File: config.mk
export PLATFORM = sky130hd
export DESIGN_NAME = crc22_check_flat
export DESIGN_NICKNAME = d
export VERILOG_FILES = /design/src/rtl/crc22_pkg.sv /design/src/rtl/crc22_check_if.sv /design/src/rtl/crc22_step.sv /design/src/rtl/crc22_check.sv /design/src/flat_wrapper.sv
export SDC_FILE = /design/constraint.sdc
export NUM_CORES = 1
export LEC_CHECK = 0
export ABC_AREA = 1
export BUFFER_PORTS_ARGS = -buffer_cell sky130_fd_sc_hd__buf_2
export CAP_MARGIN = 20
export CORE_MARGIN = 5
export CORE_UTILIZATION = 30
export CTS_CLUSTER_SIZE = 16
export DETAILED_ROUTE_END_ITERATION = 6
export PLACE_DENSITY = 0.56
export SLEW_MARGIN = 20
export SYNTH_ARGS = -nofsm -noshare
export SYNTH_HDL_FRONTEND = slang
export SYNTH_SLANG_ARGS = --single-unit
File: constraint.sdc
create_clock -name clk -period 1.3 [get_ports clk]
set_input_delay 0.065 -clock clk [delete_from_list [all_inputs] [get_ports clk]]
set_output_delay 0.065 -clock clk [all_outputs]
set_load 0.02 [all_outputs]
File: src/rtl/crc22_pkg.sv
// Shared CRC-22 definitions for the ALCT framed word stream (x^22 + x + 1).
// Used by the receive-side checker and reusable by the transmit-side generator.
package crc22_pkg;

   localparam int unsigned DATA_W = 16;
   localparam int unsigned CRC_W  = 22;
   localparam int unsigned HALF_W = CRC_W / 2;
   localparam int unsigned WORD_W = 19;
   localparam int unsigned MARK_W = 5;
   localparam int unsigned CNT_W  = 12;

   localparam logic [CRC_W-1:0]  POLY = 22'h000003;
   // Upper bits of both CRC words: nibble 0xD followed by a zero bit
   localparam logic [MARK_W-1:0] MARK = 5'b11010;

   typedef enum logic [2:0] {
      StIdle,
      StAccum,
      StCrcLo,
      StCrcHi,
      StDone
   } state_e;

   // One data word through the CRC register, MSB first
   function automatic logic [CRC_W-1:0] crc22_next(input logic [CRC_W-1:0]  crc,
                                                   input logic [DATA_W-1:0] w);
      logic [CRC_W-1:0] c;
      logic             t;
      c = crc;
      for (int i = DATA_W - 1; i >= 0; i--) begin
         t = w[i] ^ c[CRC_W-1];
         c = {c[CRC_W-2:0], 1'b0} ^ (t ? POLY : '0);
      end
      return c;
   endfunction

endpackage

File: src/rtl/crc22_check_if.sv
// Frame word bus into the CRC-22 checker and its per-frame result.
// With CRC22_CHECK_WORDCNT_EN defined the bus also carries word_cnt.
interface crc22_check_if;
   import crc22_pkg::*;

   logic [WORD_W-1:0] d;
   logic              valid;
   logic              sof;
   logic              eof;
   logic              done;
   logic              crc_ok;
   logic              crc_err;
   logic [CRC_W-1:0]  calc_crc;
   logic [CRC_W-1:0]  rx_crc;
`ifdef CRC22_CHECK_WORDCNT_EN
   logic [CNT_W-1:0]  word_cnt;

   modport master (
      output d, valid, sof, eof,
      input  done, crc_ok, crc_err, calc_crc, rx_crc, word_cnt
   );
   modport slave (
      input  d, valid, sof, eof,
      output done, crc_ok, crc_err, calc_crc, rx_crc, word_cnt
   );
`else
   modport master (
      output d, valid, sof, eof,
      input  done, crc_ok, crc_err, calc_crc, rx_crc
   );
   modport slave (
      input  d, valid, sof, eof,
      output done, crc_ok, crc_err, calc_crc, rx_crc
   );
`endif

endinterface

File: src/rtl/crc22_step.sv
// Combinational CRC-22 update over one 16-bit payload word.
module crc22_step
   import crc22_pkg::*;
(
   input  logic [CRC_W-1:0]  crc_i,
   input  logic [DATA_W-1:0] data_i,
   output logic [CRC_W-1:0]  crc_o
);

   // Next CRC after shifting all payload bits in
   always_comb begin
      crc_o = crc22_next(crc_i, data_i);
   end

endmodule

File: src/rtl/crc22_check.sv
// Receive-side CRC-22 checker: header, data words, CRC-low, CRC-high.
// Optional feature macro: CRC22_CHECK_WORDCNT_EN (data-word counter, word_cnt output).
module crc22_check
   import crc22_pkg::*;
(
   input  logic         clk,
   input  logic         rst,
   crc22_check_if.slave bus
);

   state_e            state_q, state_d;
   logic [CRC_W-1:0]  ncrc_q, ncrc_d;
   logic [CRC_W-1:0]  ncrc_step;
   logic [HALF_W-1:0] rx_lo_q, rx_lo_d;
   logic              mark_err_q, mark_err_d;
   logic              done_q, done_d;
   logic              crc_ok_q, crc_ok_d;
   logic              crc_err_q, crc_err_d;
   logic [CRC_W-1:0]  calc_crc_q, calc_crc_d;
   logic [CRC_W-1:0]  rx_crc_q, rx_crc_d;
`ifdef CRC22_CHECK_WORDCNT_EN
   logic [CNT_W-1:0]  cnt_q, cnt_d;
   logic              ovf_q, ovf_d;
   logic [CNT_W-1:0]  word_cnt_q, word_cnt_d;
`endif

   logic              start;
   logic              mark_good;
   logic              frame_ok;
   logic [CRC_W-1:0]  rx_full;
   logic              unused_d;

   crc22_step u_step (
      .crc_i  (ncrc_q),
      .data_i (bus.d[DATA_W-1:0]),
      .crc_o  (ncrc_step)
   );

   assign start     = bus.valid & bus.sof;
   assign mark_good = (bus.d[DATA_W-1:DATA_W-MARK_W] == MARK);
   // Received CRC as it will be once the current word is taken as CRC-high
   assign rx_full   = {bus.d[HALF_W-1:0], rx_lo_q};
   // dav and the spare top bits carry no checked information
   assign unused_d  = ^bus.d[WORD_W-1:DATA_W];

`ifdef CRC22_CHECK_WORDCNT_EN
   assign frame_ok = (ncrc_q == rx_full) & ~mark_err_q & mark_good & ~ovf_q;
`else
   assign frame_ok = (ncrc_q == rx_full) & ~mark_err_q & mark_good;
`endif

   // Frame FSM next state and registered-output next values
   always_comb begin
      state_d    = state_q;
      ncrc_d     = ncrc_q;
      rx_lo_d    = rx_lo_q;
      mark_err_d = mark_err_q;
      done_d     = 1'b0;
      crc_ok_d   = crc_ok_q;
      crc_err_d  = crc_err_q;
      calc_crc_d = calc_crc_q;
      rx_crc_d   = rx_crc_q;
`ifdef CRC22_CHECK_WORDCNT_EN
      cnt_d      = cnt_q;
      ovf_d      = ovf_q;
      word_cnt_d = word_cnt_q;
`endif

      if (start && (state_q != StDone)) begin
         // A header always (re)starts a frame; any partial frame is dropped
         state_d    = bus.eof ? StCrcLo : StAccum;
         ncrc_d     = '0;
         mark_err_d = 1'b0;
         crc_ok_d   = 1'b0;
         crc_err_d  = 1'b0;
         calc_crc_d = '0;
         rx_crc_d   = '0;
`ifdef CRC22_CHECK_WORDCNT_EN
         cnt_d      = '0;
         ovf_d      = 1'b0;
`endif
      end else begin
         unique case (state_q)
            StIdle: begin
               // Stray words outside a frame are ignored
            end
            StAccum: begin
               if (bus.valid) begin
                  ncrc_d = ncrc_step;
`ifdef CRC22_CHECK_WORDCNT_EN
                  cnt_d = cnt_q + 1'b1;
                  if (cnt_q == '1) begin
                     ovf_d = 1'b1;
                  end
`endif
                  if (bus.eof) begin
                     state_d = StCrcLo;
                  end
               end
            end
            StCrcLo: begin
               if (bus.valid) begin
                  rx_lo_d = bus.d[HALF_W-1:0];
                  if (!mark_good) begin
                     mark_err_d = 1'b1;
                  end
                  state_d = StCrcHi;
               end
            end
            StCrcHi: begin
               if (bus.valid) begin
                  done_d     = 1'b1;
                  calc_crc_d = ncrc_q;
                  rx_crc_d   = rx_full;
                  crc_ok_d   = frame_ok;
                  crc_err_d  = ~frame_ok;
`ifdef CRC22_CHECK_WORDCNT_EN
                  word_cnt_d = cnt_q;
`endif
                  state_d    = StDone;
               end
            end
            StDone: begin
               state_d = StIdle;
            end
            default: begin
               state_d = StIdle;
            end
         endcase
      end
   end

   // State and output registers with synchronous reset
   always_ff @(posedge clk) begin
      if (rst) begin
         state_q    <= StIdle;
         ncrc_q     <= '0;
         rx_lo_q    <= '0;
         mark_err_q <= 1'b0;
         done_q     <= 1'b0;
         crc_ok_q   <= 1'b0;
         crc_err_q  <= 1'b0;
         calc_crc_q <= '0;
         rx_crc_q   <= '0;
`ifdef CRC22_CHECK_WORDCNT_EN
         cnt_q      <= '0;
         ovf_q      <= 1'b0;
         word_cnt_q <= '0;
`endif
      end else begin
         state_q    <= state_d;
         ncrc_q     <= ncrc_d;
         rx_lo_q    <= rx_lo_d;
         mark_err_q <= mark_err_d;
         done_q     <= done_d;
         crc_ok_q   <= crc_ok_d;
         crc_err_q  <= crc_err_d;
         calc_crc_q <= calc_crc_d;
         rx_crc_q   <= rx_crc_d;
`ifdef CRC22_CHECK_WORDCNT_EN
         cnt_q      <= cnt_d;
         ovf_q      <= ovf_d;
         word_cnt_q <= word_cnt_d;
`endif
      end
   end

   assign bus.done     = done_q;
   assign bus.crc_ok   = crc_ok_q;
   assign bus.crc_err  = crc_err_q;
   assign bus.calc_crc = calc_crc_q;
   assign bus.rx_crc   = rx_crc_q;
`ifdef CRC22_CHECK_WORDCNT_EN
   assign bus.word_cnt = word_cnt_q;
`endif

endmodule
File: src/flat_wrapper.sv
// flat-port wrapper written by rule: the top's interface ports become plain ports
module crc22_check_flat import crc22_pkg::*;
  (clk, rst, bus_d, bus_valid, bus_sof, bus_eof, bus_done, bus_crc_ok, bus_crc_err, bus_calc_crc, bus_rx_crc);
  crc22_check_if bus_i ();
  input  logic clk;
  input  logic rst;
  input wire logic [$bits(bus_i.d)-1:0] bus_d;
  input wire logic [$bits(bus_i.valid)-1:0] bus_valid;
  input wire logic [$bits(bus_i.sof)-1:0] bus_sof;
  input wire logic [$bits(bus_i.eof)-1:0] bus_eof;
  output wire logic [$bits(bus_i.done)-1:0] bus_done;
  output wire logic [$bits(bus_i.crc_ok)-1:0] bus_crc_ok;
  output wire logic [$bits(bus_i.crc_err)-1:0] bus_crc_err;
  output wire logic [$bits(bus_i.calc_crc)-1:0] bus_calc_crc;
  output wire logic [$bits(bus_i.rx_crc)-1:0] bus_rx_crc;
  assign bus_i.d = bus_d;
  assign bus_i.valid = bus_valid;
  assign bus_i.sof = bus_sof;
  assign bus_i.eof = bus_eof;
  assign bus_done = bus_i.done;
  assign bus_crc_ok = bus_i.crc_ok;
  assign bus_crc_err = bus_i.crc_err;
  assign bus_calc_crc = bus_i.calc_crc;
  assign bus_rx_crc = bus_i.rx_crc;
  crc22_check u_core (.clk(clk), .rst(rst), .bus(bus_i));
endmodule
==> metrics.yaml <==
critical_path:
  r2r_slack_ns: -0.004
  worstReg2RegEnd: "u_core.bus.crc_err"
  regToRegStartpoint: "u_core.rx_lo_q[0]"
  cp_data_required_time_ns: 1.53
  reg2reg_depth: 9
  critical_path_class: "reg -> reg"
  critPathMaxFanout: 3
  startpoint_type: "flip-flop"
  cp.arrival_ns: 1.53
  end_kind: "flip-flop"
clocking:
  clkSinkCount: 84
  cts_buffers: 9
  insertion_delay_ns: 0.34
  ctsHtreeMaxLevel: 3
  path_clk_slew_ns: 0.06
  cts-root-buf: "clkbuf_16"
  clock_path_buffers: 2
  cts_tree: "yes"
floorplanning:
  rows: 40
  ios: 71
  die_y_um: 121
  initial_core_util_pct: 30.7
  die_w_um: 121
  core_mm2: 0.0121
  die_area_mm2: 0.0147
grt:
  grt_overflow_total: 0
  antenna_found_initial: 0
  grt_max_degree: 37
  grt_pass1_wl_um: 17700
  first_global_vias: 3461
  grt_util_all_layers_pct: 15.3
power_and_ir_drop:
  ir_drop_mv: 0.530
  p_per_area_mw_per_mm2: 1050
  power.total_uw: 5430
  p_leak_uw: 0.00209
routing:
  drc_errors: 0
  ant_nets: 0
  routed_wirelength_um: 12400
  drt_pass1_iterations: 5
  vias_per_cell: 4.70
  wire_per_inst_um: 16.2
  dr_total_vias: 3609
  initialDrtViolationCount: 303
synth:
  yosys_warnings: 0
  synth_area_per_cell_um2: 7.62
  synth_nets: 510
  netlist_instances: 486
  ys_ff_latch: 84
  yosysSeqAreaShare_pct: 45.4
  synthesis.area_mm2: 0.00370
  ys_types: 27
timing:
  slew_headroom_pct: 76.3
  tightest_slew_ns: 0.353
  fin_crit_sh_pct: 100
  fin_ws_ns: -0.00437
  final_hold_viol_count: 0
  period_needed_ns: 1.30
  setup_viol: 1
  clock-skew-final_ns: 0.0114
  slew_violations: 0
  rsz0062_at_grt: "yes"
  max_freq_mhz: 767
layout:
  final_cell_mix: "nand2_1, dfxtp_1, buf_2"
  final_common_cell: "nand2_1"
  fillers: 1217
  utilization_pct: 42.9
  areaGrowthSynthToFinish_pct: 39.6
  drive_gt1_share_pct: 34.3
  antennaDiodeCount: 0
  nNetsFinal: 621
min_path:
  hold_class: "in -> reg"
  holdPathStages: 3
  min_from: "bus_d[8]"
  holdPathEnd: "u_core.bus.rx_crc[19]"
placement:
  place_congestion: 0.886
  place_hpwl_um: 8020
  io_buffers: 67
run_status:
  violations: "setup timing"
  status: "complete, but fails checks"
run:
  maxCapViolations: 0
-- metrics by stage --
stage	cells	hold WS (ns)	cell area (µm²)	TNS, ns	worst slack [ns]
after global routing	768	0.0120	5170	-2.96	-0.128
after floorplan	486	0.138	3700	0	0.110
after detailed placement	736	0.373	4460	-0.597	-0.0398
final	768	0.0174	5170	-0.00437	-0.00437
after CTS	751	0.0122	4770	0	0.00111
after global placement	736	0.364	4460	0	0.000420
-- repair_timing --
item                       4_1_cts  5_1_grt
resized for setup                7       60
setup endpoints to repair       57       83
hold buffers                     0        0
pin swaps                        1       10
setup buffers                    0        8
gates cloned                     1        9
-- worst max path at each step --
| stage | from | endpoint | slack (ns) | cells after the start |
|---|---|---|---|---|
| floorplan | u_core.state_q[1] | u_core.rx_lo_q[9] | 0.11 | 8 |
| global placement | u_core.state_q[2] | u_core.rx_lo_q[6] | 0.0004 | 9 |
| detailed placement | u_core.state_q[2] | u_core.rx_lo_q[5] | -0.04 | 8 |
| CTS | u_core.state_q[2] | u_core.ncrc_q[18] | 0.001 | 8 |
| global route | u_core.rx_lo_q[0] | u_core.bus.crc_err | -0.13 | 9 |
| finish | u_core.rx_lo_q[0] | u_core.bus.crc_err | -0.004 | 9 |
-- logic make-up after synthesis --
| kind of cell | count (synthesis) | share of synthesized area, % |
|---|---|---|
| flops | 84 | 45.4 |
| simple gates | 200 | 22.0 |
| buf+inv | 57 | 7.57 |
| compound gates | 107 | 16.1 |
| xor+xnor | 38 | 8.98 |
-- synthesized netlist by cell type --
master	instances	area, µm²
inv_4	2	12.5
nor3_1	1	5.00
xnor2_1	30	263
nand3_1	8	40.0
buf_6	4	45.0
a211oi_1	2	15.0
xor2_1	8	70.1
nor2_1	39	146
or2_0	2	12.5
inv_1	26	97.6
nand3_2	1	10.0
a21oi_2	1	8.76
buf_2	10	50.1
o21ai_1	1	5.00
o21ai_0	24	120
nor2_8	1	20.0
inv_2	7	26.3
dfxtp_1	84	1680
nand2_2	4	25.0
nand2_1	141	529
nand3b_1	1	7.51
a21oi_1	72	360
nor2_4	1	11.3
buf_4	5	37.5
nor2_2	1	6.26
a211oi_2	7	87.6
clkbuf_1	3	11.3
-- per-layer routing --
metal	GRT usage, %	routed length [µm]
met5	0	0
met1	20.1	5450
met4	4.46	299
met2	24.7	5820
met3	3.87	859
-- sequential cells by signal (all words and copies together) (netlist names), 3 cells and up --
signal,flops
u_core.bus.rx_crc,22
u_core.ncrc_q,22
u_core.rx_lo_q,11
u_core.state_q,3
u_core.bus.calc_crc,22
-- power by group --
part	internal, µW	switching (µW)
clock	1320	1010
sequential	2590	16.4
combinational	203	289
total	4110	1320
-- cell type report --
| class | instances | area (µm²) | share of cell area [%] |
|---|---|---|---|
| multi-input cells | 346 | 1890 | 36.5 |
| flip-flops and latches | 84 | 1700 | 32.8 |
| repair buffers | 121 | 963 | 18.6 |
| clock inverters | 4 | 27.5 | 0.532 |
| inverters | 35 | 146 | 2.83 |
| well taps | 168 | 210 | 4.06 |
| clock buffers | 10 | 239 | 4.62 |
-- worst max-delay path: stages, from the launching register on --
cell and delay [ns]:
dfxtp_1 0.33, inv_1 0.09, nand2_1 0.07, nand2_1 0.05
nor2_1 0.10, nand3_1 0.13, nor2_1 0.20, nand3_2 0.10
nand2_1 0.07, a21oi_1 0.05
Note: power is estimated with default switching activity, not from simulation.
